[config.mk]
export PLATFORM = sky130hd
export DESIGN_NAME = core_ibus_bridge_flat
export DESIGN_NICKNAME = d
export VERILOG_FILES = /design/src/rtl/core_ibus_bridge_if.sv /design/src/rtl/core_ibus_bridge.sv /design/src/flat_wrapper.sv
export SDC_FILE = /design/constraint.sdc
export NUM_CORES = 1
export LEC_CHECK = 0
export CAP_MARGIN = 20
export CORE_UTILIZATION = 35
export CTS_BUF_LIST = sky130_fd_sc_hd__clkbuf_8
export CTS_CLUSTER_DIAMETER = 100
export DETAILED_ROUTE_END_ITERATION = 10
export PLACE_DENSITY = 0.88
export SLEW_MARGIN = 20
export SYNTH_ARGS = -nofsm -noshare
export SYNTH_HDL_FRONTEND = slang
export SYNTH_SLANG_ARGS = --single-unit
[constraint.sdc]
create_clock -name clk -period 3.55 [get_ports clk]
set_input_delay 0.355 -clock clk [delete_from_list [all_inputs] [get_ports clk]]
set_output_delay 0.355 -clock clk [all_outputs]
set_load 0.02 [all_outputs]
[src/rtl/core_ibus_bridge_if.sv]
`timescale 1ns/1ps
`default_nettype none
// ============================================================================
//  core_ibus_if / core_axi_rd_if
//  Bus bundles around the instruction-fetch bridge:
//    core_ibus_if   : icache request/response channel plus the busy indication
//    core_axi_rd_if : AXI4 read-address and read-data channels
//  Revision: 1.0  initial release
// ============================================================================

interface core_ibus_if;
   logic        req_valid_i;
   logic        req_ready_o;
   logic [31:0] req_addr_i;
   logic        req_uncached_i;
   logic        cancel_i;
   logic        resp_valid_o;
   logic        resp_ready_i;
   logic [31:0] resp_data_o;
   logic        resp_last_o;
   logic        resp_err_o;
   logic        busy_o;

   // icache / frontend side
   modport master (
      output req_valid_i, req_addr_i, req_uncached_i, cancel_i, resp_ready_i,
      input  req_ready_o, resp_valid_o, resp_data_o, resp_last_o, resp_err_o, busy_o
   );

   // bridge side
   modport slave (
      input  req_valid_i, req_addr_i, req_uncached_i, cancel_i, resp_ready_i,
      output req_ready_o, resp_valid_o, resp_data_o, resp_last_o, resp_err_o, busy_o
   );
endinterface

interface core_axi_rd_if;
   logic        arvalid_o;
   logic        arready_i;
   logic [31:0] araddr_o;
   logic [7:0]  arlen_o;
   logic [2:0]  arsize_o;
   logic [1:0]  arburst_o;
   logic [3:0]  arid_o;
   logic        rvalid_i;
   logic        rready_o;
   logic [31:0] rdata_i;
   logic [1:0]  rresp_i;
   logic        rlast_i;
   logic [3:0]  rid_i;

   // bridge side (AXI manager)
   modport master (
      output arvalid_o, araddr_o, arlen_o, arsize_o, arburst_o, arid_o, rready_o,
      input  arready_i, rvalid_i, rdata_i, rresp_i, rlast_i, rid_i
   );

   // interconnect side (AXI subordinate)
   modport slave (
      input  arvalid_o, araddr_o, arlen_o, arsize_o, arburst_o, arid_o, rready_o,
      output arready_i, rvalid_i, rdata_i, rresp_i, rlast_i, rid_i
   );
endinterface

`default_nettype wire

[src/rtl/core_ibus_bridge.sv]
`timescale 1ns/1ps
`default_nettype none
// ============================================================================
//  core_ibus_bridge
//  Converts icache line refills / uncached word reads into single AXI4 read
//  bursts, streams the beats back combinationally and silently drains bursts
//  whose request was flushed by the frontend.
//  Revision: 1.0  initial release
// ============================================================================

module core_ibus_bridge #(
   parameter int         LINE_WORDS = 4,
   parameter logic [3:0] AXI_ID     = 4'd0
) (
   input  logic          clk,
   input  logic          rst_n,
   core_ibus_if.slave    ibus,
   core_axi_rd_if.master axi
);

   localparam logic [31:0] LINE_MASK = ~(32'(LINE_WORDS * 4) - 32'd1);
   localparam logic [31:0] WORD_MASK = ~32'd3;
   localparam logic [7:0]  LINE_LEN  = 8'(LINE_WORDS - 1);

   typedef enum logic [1:0] {
      IDLE  = 2'd0,
      AR    = 2'd1,
      R     = 2'd2,
      DRAIN = 2'd3
   } state_t;

   state_t      state;
   state_t      state_nxt;
   logic [31:0] araddr_q;
   logic [7:0]  arlen_q;
   logic [3:0]  beat_cnt;
   logic        cancel_pend;

   logic        accept;
   logic        ar_hs;
   logic        r_hs;
   logic        last_beat;
   logic        req_ready;
   logic        arvalid;
   logic        rready;
   logic        resp_valid;
   logic        resp_last;
   logic        resp_err;

   // Beat IDs and RLAST are deliberately ignored; the beat count decides the end.
   logic        unused_r_sideband;
   assign unused_r_sideband = ^{axi.rlast_i, axi.rid_i};

   // Next-state and handshake decode; all outputs idle unless the state drives them.
   always_comb begin
      state_nxt  = state;
      req_ready  = 1'b0;
      arvalid    = 1'b0;
      rready     = 1'b0;
      resp_valid = 1'b0;
      resp_last  = 1'b0;
      resp_err   = 1'b0;
      accept     = 1'b0;
      ar_hs      = 1'b0;
      r_hs       = 1'b0;
      last_beat  = ({4'd0, beat_cnt} == arlen_q);
      case (state)
         IDLE: begin
            req_ready = !ibus.cancel_i;
            accept    = ibus.req_valid_i && !ibus.cancel_i;
            if (accept) state_nxt = AR;
         end
         AR: begin
            // arvalid stays up through a cancel; the burst is drained afterwards
            arvalid = 1'b1;
            ar_hs   = axi.arready_i;
            if (ar_hs) state_nxt = (cancel_pend || ibus.cancel_i) ? DRAIN : R;
         end
         R: begin
            resp_valid = axi.rvalid_i;
            rready     = ibus.resp_ready_i;
            resp_last  = last_beat;
            resp_err   = (axi.rresp_i != 2'b00);
            r_hs       = axi.rvalid_i && ibus.resp_ready_i;
            // a last beat taken together with a cancel leaves nothing to drain
            if (r_hs && last_beat)  state_nxt = IDLE;
            else if (ibus.cancel_i) state_nxt = DRAIN;
         end
         DRAIN: begin
            rready = 1'b1;
            r_hs   = axi.rvalid_i;
            if (r_hs && last_beat) state_nxt = IDLE;
         end
         default: state_nxt = IDLE;
      endcase
   end

   // State register.
   always_ff @(posedge clk) begin
      if (!rst_n) state <= IDLE;
      else        state <= state_nxt;
   end

   // Latched AR fields, beat counter and pending-cancel flag.
   always_ff @(posedge clk) begin
      if (!rst_n) begin
         araddr_q    <= 32'd0;
         arlen_q     <= 8'd0;
         beat_cnt    <= 4'd0;
         cancel_pend <= 1'b0;
      end else begin
         if (accept) begin
            araddr_q <= ibus.req_addr_i & (ibus.req_uncached_i ? WORD_MASK : LINE_MASK);
            arlen_q  <= ibus.req_uncached_i ? 8'd0 : LINE_LEN;
         end
         if (ar_hs)     beat_cnt <= 4'd0;
         else if (r_hs) beat_cnt <= beat_cnt + 4'd1;
         if (state_nxt == IDLE)                    cancel_pend <= 1'b0;
         else if (state == AR && ibus.cancel_i)    cancel_pend <= 1'b1;
      end
   end

   assign ibus.req_ready_o  = req_ready;
   assign ibus.resp_valid_o = resp_valid;
   assign ibus.resp_data_o  = axi.rdata_i;
   assign ibus.resp_last_o  = resp_last;
   assign ibus.resp_err_o   = resp_err;
   assign ibus.busy_o       = (state != IDLE);

   assign axi.arvalid_o = arvalid;
   assign axi.araddr_o  = araddr_q;
   assign axi.arlen_o   = arlen_q;
   assign axi.arsize_o  = 3'b010;
   assign axi.arburst_o = 2'b01;
   assign axi.arid_o    = AXI_ID;
   assign axi.rready_o  = rready;

endmodule

`default_nettype wire

[src/flat_wrapper.sv]
// flat-port wrapper written by rule: the top's interface ports become plain ports
module core_ibus_bridge_flat 
#(
   parameter int         LINE_WORDS = 4,
   parameter logic [3:0] AXI_ID     = 4'd0
)
  (clk, rst_n, ibus_req_valid_i, ibus_req_addr_i, ibus_req_uncached_i, ibus_cancel_i, ibus_resp_ready_i, ibus_req_ready_o, ibus_resp_valid_o, ibus_resp_data_o, ibus_resp_last_o, ibus_resp_err_o, ibus_busy_o, axi_arvalid_o, axi_araddr_o, axi_arlen_o, axi_arsize_o, axi_arburst_o, axi_arid_o, axi_rready_o, axi_arready_i, axi_rvalid_i, axi_rdata_i, axi_rresp_i, axi_rlast_i, axi_rid_i);
  core_ibus_if ibus_i ();
  core_axi_rd_if axi_i ();
  input  logic clk;
  input  logic rst_n;
  input wire logic [$bits(ibus_i.req_valid_i)-1:0] ibus_req_valid_i;
  input wire logic [$bits(ibus_i.req_addr_i)-1:0] ibus_req_addr_i;
  input wire logic [$bits(ibus_i.req_uncached_i)-1:0] ibus_req_uncached_i;
  input wire logic [$bits(ibus_i.cancel_i)-1:0] ibus_cancel_i;
  input wire logic [$bits(ibus_i.resp_ready_i)-1:0] ibus_resp_ready_i;
  output wire logic [$bits(ibus_i.req_ready_o)-1:0] ibus_req_ready_o;
  output wire logic [$bits(ibus_i.resp_valid_o)-1:0] ibus_resp_valid_o;
  output wire logic [$bits(ibus_i.resp_data_o)-1:0] ibus_resp_data_o;
  output wire logic [$bits(ibus_i.resp_last_o)-1:0] ibus_resp_last_o;
  output wire logic [$bits(ibus_i.resp_err_o)-1:0] ibus_resp_err_o;
  output wire logic [$bits(ibus_i.busy_o)-1:0] ibus_busy_o;
  output wire logic [$bits(axi_i.arvalid_o)-1:0] axi_arvalid_o;
  output wire logic [$bits(axi_i.araddr_o)-1:0] axi_araddr_o;
  output wire logic [$bits(axi_i.arlen_o)-1:0] axi_arlen_o;
  output wire logic [$bits(axi_i.arsize_o)-1:0] axi_arsize_o;
  output wire logic [$bits(axi_i.arburst_o)-1:0] axi_arburst_o;
  output wire logic [$bits(axi_i.arid_o)-1:0] axi_arid_o;
  output wire logic [$bits(axi_i.rready_o)-1:0] axi_rready_o;
  input wire logic [$bits(axi_i.arready_i)-1:0] axi_arready_i;
  input wire logic [$bits(axi_i.rvalid_i)-1:0] axi_rvalid_i;
  input wire logic [$bits(axi_i.rdata_i)-1:0] axi_rdata_i;
  input wire logic [$bits(axi_i.rresp_i)-1:0] axi_rresp_i;
  input wire logic [$bits(axi_i.rlast_i)-1:0] axi_rlast_i;
  input wire logic [$bits(axi_i.rid_i)-1:0] axi_rid_i;
  assign ibus_i.req_valid_i = ibus_req_valid_i;
  assign ibus_i.req_addr_i = ibus_req_addr_i;
  assign ibus_i.req_uncached_i = ibus_req_uncached_i;
  assign ibus_i.cancel_i = ibus_cancel_i;
  assign ibus_i.resp_ready_i = ibus_resp_ready_i;
  assign ibus_req_ready_o = ibus_i.req_ready_o;
  assign ibus_resp_valid_o = ibus_i.resp_valid_o;
  assign ibus_resp_data_o = ibus_i.resp_data_o;
  assign ibus_resp_last_o = ibus_i.resp_last_o;
  assign ibus_resp_err_o = ibus_i.resp_err_o;
  assign ibus_busy_o = ibus_i.busy_o;
  assign axi_arvalid_o = axi_i.arvalid_o;
  assign axi_araddr_o = axi_i.araddr_o;
  assign axi_arlen_o = axi_i.arlen_o;
  assign axi_arsize_o = axi_i.arsize_o;
  assign axi_arburst_o = axi_i.arburst_o;
  assign axi_arid_o = axi_i.arid_o;
  assign axi_rready_o = axi_i.rready_o;
  assign axi_i.arready_i = axi_arready_i;
  assign axi_i.rvalid_i = axi_rvalid_i;
  assign axi_i.rdata_i = axi_rdata_i;
  assign axi_i.rresp_i = axi_rresp_i;
  assign axi_i.rlast_i = axi_rlast_i;
  assign axi_i.rid_i = axi_rid_i;
  core_ibus_bridge #(.LINE_WORDS(LINE_WORDS), .AXI_ID(AXI_ID)) u_core (.clk(clk), .rst_n(rst_n), .ibus(ibus_i), .axi(axi_i));
endmodule
==> results of run 1 <==
[path summary, 6_finish.rpt]
kind | from | to | slack (ns) | depth (start not counted)
worst max-delay path | u_core.beat_cnt[1] | ibus_resp_last_o | 1.01 | 3
worst min register to register | u_core.axi.araddr_o[25] | u_core.axi.araddr_o[25] | 0.45 | 2
worst max register to register | u_core.state[1] | u_core.axi.araddr_o[21] | 1.80 | 4
worst min-delay path | u_core.axi.araddr_o[25] | u_core.axi.araddr_o[25] | 0.45 | 2
[kinds of logic after synthesis]
family                     count (synthesis)  share of synthesized area, %
other                                      2                         0.394
muxes                                      1                         0.525
AOI/OAI and AO/OA                         45                          14.1
and+or+nand+nor                           83                          19.1
adders and majority gates                  1                         0.656
DFF                                       38                          39.9
buffers and inverters                     64                          24.4
xor gates and xnor gates                   2                         0.919
[cell usage in the layout (no fill, tap or decap), drive strengths merged]
cell,n
a2111oi,3
conb,17
a21oi,32
bufinv,1
o21ai,3
clkinv,3
dfxtp,38
ha,1
nor4,1
nor4b,1
nand2,59
mux2i,1
o211ai,2
or4b,1
nand3,4
xor2,2
clkdlybuf4s50,78
buf,2
o32ai,2
o2111ai,1
or2,1
clkbuf,5
nor2b,2
or3,2
inv,2
nand2b,1
nor2,11
a211oi,2
[state kept, by name, indices dropped and copies added (netlist names)]
| name | flops |
|---|---|
| u_core.state | 2 |
| u_core.cancel_pend | 1 |
| u_core.beat_cnt | 4 |
| u_core.axi.arlen_o | 1 |
| u_core.axi.araddr_o | 30 |
[per-layer routing]
metal | routed length (um) | global-route usage [%] | share of wire [%]
met5 | 0 | 0 | 0
met4 | 66 | 5.14 | 1.7
met3 | 334 | 5.69 | 8.5
met2 | 1910 | 23.6 | 49
met1 | 1600 | 14.5 | 41
[area by class of cell]
cell class	count	area, um^2
clock inverters	3	40.0
inverters	3	11.3
clock buffers	5	68.8
repair buffers	80	796
multi-input cells	149	737
flip-flops and latches	38	761
well taps	70	87.6
fillers	493	2670
[stage by stage]
stage          cell area, um^2  worst slack, ns
5_1_grt                   2500            0.855
6_report                  2500             1.01
4_1_cts                   2500            0.962
3_5_place_dp              2390             1.25
3_3_place_gp              2390             1.23
2_1_floorplan             1960             1.24
[report_power, final]
group / leakage [nW] / switching [mW] / total [mW] / internal [mW]
clock: 0.0579 / 0.141 / 0.347 / 0.207
sequential: 0.310 / 0.0178 / 0.466 / 0.448
combinational: 0.551 / 0.111 / 0.216 / 0.105
total: 0.918 / 0.269 / 1.03 / 0.760
[worst max-delay path, delay by kind of cell, from the launching register on]
| kind | cells | cell delay, ns |
|---|---|---|
| buffers and inverters | 1 | 0.69 |
| and+or+nand+nor | 1 | 0.44 |
| AOI/OAI and AO/OA | 1 | 0.44 |
| DFF | 1 | 0.34 |
==> flow_summary.yaml, run 1 <==
grt:
  grt_max_degree: 31
  grt_util_all_layers_pct: 13.5
  grt_pass1_vias: 1326
  overflow: 0
  grt_pass1_wl_mm: 5.84
  antenna_found_initial: 0
floorplan:
  die_h_um: 75.8
  row_count: 26
  fp.dieW_um: 75.8
  die_area_um2: 5750
  start_util_pct: 36.9
  io_pins: 167
  core_um2: 5170
sta:
  timing.hold.ws_ns: 0.453
  fmax_ghz: 0.393
  finalSetupViolations: 0
  fin_skew_ns: 0.00449
  setup_tns_ns: 0
  tightest_slew_ns: 0.621
  slew_headroom_pct: 58.4
  rsz0062_at_grt: "no"
  final_max_slew_viol_count: 0
  final_hold_viol_count: 0
  period_minus_slack_ns: 2.54
  post-route-period-util_pct: 71.6
cells_and_area:
  drive_above_1_share_pct: 5.40
  antenna_cells: 0
  final-instance-count-excl-fill: 348
  area_growth_syn_to_layout_pct: 31.2
  final_nets: 357
  utilization_pct: 48.4
worst_setup_path:
  slowest_delay_ns: 0.69
  critPathCaptureType: "output pin"
  worstPathCellList: "or3_1 -> a2111oi_0 -> clkdlybuf4s50_1"
  crit_required_ns: 3.19
  worstPathArrival_ns: 2.19
  crit_type: "flip-flop to output pin"
  slowest_stage: "clkdlybuf4s50_1"
  worstSetupStartpointType: "flip-flop"
  crit_fanout: 5
drt:
  antenna_left: 0
  drtIter0Drc: 45
  drc: 0
  vias: 1557
  routedWlPerCell_um: 11.2
  wirelength_mm: 3.91
  firstDrtPassIters: 4
  via_per_inst: 4.47
yosys:
  synth-edff-count: 0
  syn_area_um2: 1910
  yosys_most_used_dff: "dfxtp_1"
  synth.distinct_cells: 30
  ys_ff_latch: 38
  synth_top_area_share_pct: 39.9
  netlist_instances: 236
  synthArstFlopShare_pct: 0
  syn_avg_cell_area_um2: 8.08
  yosysMostFrequentCell: "nand2_1"
  yosys_warnings: 0
  yosys-top-cells-count: "nand2_1, buf_4, dfxtp_1"
  synth_top_area_cell: "dfxtp_1"
  ys_top_cells_by_area: "dfxtp_1, buf_4, nand2_1, a21oi_1, buf_6"
  seq_area_frac_synth_pct: 39.9
cts:
  clkTransAtPathRegs_ns: 0.07
  insertion_delay_ns: 0.28
  post-cts-setup-buffers: 0
  cts_root_buf: "clkbuf_8"
  postCtsResizedCells: 0
  cts_buffer_depth: 2
  cts_tree: "yes"
  clkSinkCount: 38
  cts_hold_buf: 0
  numCtsBuffers: 5
  htree_levels: 2
power_and_ir_drop:
  ir_worst_vdd_mv: 0.146
  leakage_nw: 0.918
  finalPower_mw: 1.03
  power_density_nw_per_um2: 412
placed_design:
  io_buffers: 78
  gp_congestion: 0.770
  dp.final_hpwl_mm: 2.83
  dp.cells: 340
job:
  maxCapViolCount: 0
worst_hold_path:
  hold_path.class: "flip-flop to flip-flop"
outcome:
  status: "finished, final reports clean"
(Power assumes the default switching activity.)
==> inputs of run 2 (changes only) <==
--- a/config.mk
+++ b/config.mk
@@ -6,11 +6,11 @@
 export NUM_CORES = 1
 export LEC_CHECK = 0
 export CAP_MARGIN = 20
-export CORE_UTILIZATION = 35
+export CORE_UTILIZATION = 32
 export CTS_BUF_LIST = sky130_fd_sc_hd__clkbuf_8
 export CTS_CLUSTER_DIAMETER = 100
 export DETAILED_ROUTE_END_ITERATION = 10
-export PLACE_DENSITY = 0.88
+export PLACE_DENSITY = 0.82
 export SLEW_MARGIN = 20
 export SYNTH_ARGS = -nofsm -noshare
 export SYNTH_HDL_FRONTEND = slang
==> constraint.sdc (replaced) <==
create_clock -name clk -period 2.6 [get_ports clk]
set_input_delay 0.26 -clock clk [delete_from_list [all_inputs] [get_ports clk]]
set_output_delay 0.26 -clock clk [all_outputs]
set_load 0.02 [all_outputs]
==> run 2 against run 1 <==
Net effect:
- die area rose by 9.1%
- utilization fell by 4.1 points
- clock-buffer cell count did not move
- critical path depth did not move
- sequential share of layout area rose by 0.25 points
- flip-flop and latch count did not move
- clock power rose by 7.8%
- cell count rose by 0.57%
- sequential power rose by 36%
- clock skew rose by 0.0034 ns
- combinational power rose by 38%
- critical path type unchanged
==> flow_summary.yaml, run 2 (synthesis gave the netlist of run 1 again) <==
placed_design:
  io_buffers: 78
  gp_congestion: 0.724
  dp.final_hpwl_mm: 2.95
cts:
  postCtsResizedCells: 0
  cts_buffer_depth: 2
  htree_levels: 2
  clkTransAtPathRegs_ns: 0.07
  numCtsBuffers: 5
  cts_root_buf: "clkbuf_8"
  insertion_delay_ns: 0.28
  cts_hold_buf: 0
  cts_tree: "yes"
  clkSinkCount: 38
  post-cts-setup-buffers: 0
floorplan:
  die_area_um2: 6270
  row_count: 27
  die_h_um: 79.2
  io_pins: 167
  fp.dieW_um: 79.2
  core_um2: 5610
  start_util_pct: 34.0
power_and_ir_drop:
  leakage_nw: 0.909
  ir_worst_vdd_mv: 0.321
  power_density_nw_per_um2: 526
grt:
  antenna_found_initial: 0
  grt_pass1_vias: 1453
  grt_util_all_layers_pct: 13.2
  grt_use_met2_pct: 23.4
  grt_max_degree: 31
  top_usage_layer: "met2"
  overflow: 0
  grt_pass1_wl_mm: 6.52
  use_met3_pct: 4.83
  grt_util_met1_pct: 14.3
outcome:
  status: "finished, final reports clean"
worst_setup_path:
  slowest_delay_ns: 0.69
  slowest_stage: "clkdlybuf4s50_1"
  crit_family: "buffers and inverters"
  worstPathCellList: "or3_1 -> a2111oi_0 -> clkdlybuf4s50_1"
  worstSetupStartpointType: "flip-flop"
  crit_fanout: 5
  crit_required_ns: 2.34
  r2r-start: "u_core.state[1]"
  crit_type: "flip-flop to output pin"
  cp_num_buf_inv: 1
  worstPathArrival_ns: 2.16
  rrSetupSlack_ns: 1.09
  r2r_end: "u_core.axi.araddr_o[6]"
  r2r_cells: 3
  critPathCaptureType: "output pin"
drt:
  wirelength_mm: 4.02
  drc: 0
  via_per_inst: 4.48
  antenna_left: 0
  firstDrtPassIters: 4
  drtIter0Drc: 50
  vias: 1568
  routedWlPerCell_um: 11.5
worst_hold_path:
  worstHoldPathCells: 2
  whs_endpoint: "u_core.axi.araddr_o[22]"
  hold_path.class: "flip-flop to flip-flop"
  holdCritStartpoint: "u_core.axi.araddr_o[22]"
sta:
  post-route-period-util_pct: 93.2
  timing.hold.ws_ns: 0.453
  fmax_ghz: 0.413
  slew_headroom_pct: 66.4
  period_minus_slack_ns: 2.42
  fin_skew_ns: 0.00788
  tightest_slew_ns: 0.499
  setup_tns_ns: 0
  final_max_slew_viol_count: 0
  final_hold_viol_count: 0
  rsz0062_at_grt: "no"
  finalSetupViolations: 0
cells_and_area:
  final_common_cell: "clkdlybuf4s50_1"
  area_growth_syn_to_layout_pct: 30.1
  final_nets: 358
  largest_register_ffs: 30
  num-fill-cells: 555
  drive_above_1_share_pct: 5.40
  antenna_cells: 0
  multi_input_area_um2: 737
  ff_latch_area_um2: 761
  layout_common_cells: "clkdlybuf4s50_1, nand2_1, dfxtp_1, a21oi_1, conb_1"
job:
  maxCapViolCount: 0
run 2: changes by cell type in the layout (fill, tap and decap cells not counted), sizes merged:
cell,before,now
bufinv,1,0
buf,2,3
run 2: report_power, final:
part / switching [mW] / leakage (nW) / internal [mW]
sequential: 0.0236 / 0.310 / 0.612
combinational: 0.152 / 0.556 / 0.145
clock: 0.194 / 0.0438 / 0.180
total: 0.369 / 0.909 / 0.937
run 2: worst max-delay path by stage:
stage	to	slack, ns	depth (start not counted)	startpoint
after floorplan	ibus_resp_last_o	0.39	2	u_core.axi.arlen_o[0]
after global placement	ibus_resp_last_o	0.42	3	u_core.beat_cnt[1]
after detailed placement	ibus_resp_last_o	0.51	3	u_core.beat_cnt[1]
after CTS	ibus_resp_last_o	0.16	3	u_core.beat_cnt[1]
after global routing	ibus_resp_last_o	0.02	3	u_core.beat_cnt[1]
final	ibus_resp_last_o	0.18	3	u_core.beat_cnt[1]
run 2: layer usage:
layer	up-vias	part of all wire [%]
met4	0	0.94
met2	82	47
met3	8	11
li1	791	-
met5	-	0
met1	687	42
run 2: cell type report:
cell class | count | area share [%]
inverters | 3 | 0.454
flip-flops and latches | 38 | 30.7
clock buffers | 5 | 2.77
well taps | 72 | 3.63
clock inverters | 2 | 0.403
multi-input cells | 149 | 29.7
repair buffers | 81 | 32.4
run 2: worst register-to-register path, stage by stage (launching register included):
cell and delay (ns):
dfxtp_1 0.43, or4b_4 0.75, nand2_1 0.14, a21oi_1 0.07
run 2: metrics by stage:
step / setup slack [ns] / area (um^2) / total power, mW / util (%) / std cells
after floorplan: 0.388 / 1960 / 0.898 / - / 251
after global placement: 0.422 / 2400 / 0.944 / 42.8 / 343
after detailed placement: 0.510 / 2400 / 0.948 / 42.8 / 343
after CTS: 0.156 / 2480 / 1.33 / 44.2 / 350
after global routing: 0.0224 / 2480 / 1.38 / 44.2 / 350
final: 0.177 / 2480 / 1.31 / 44.2 / 350
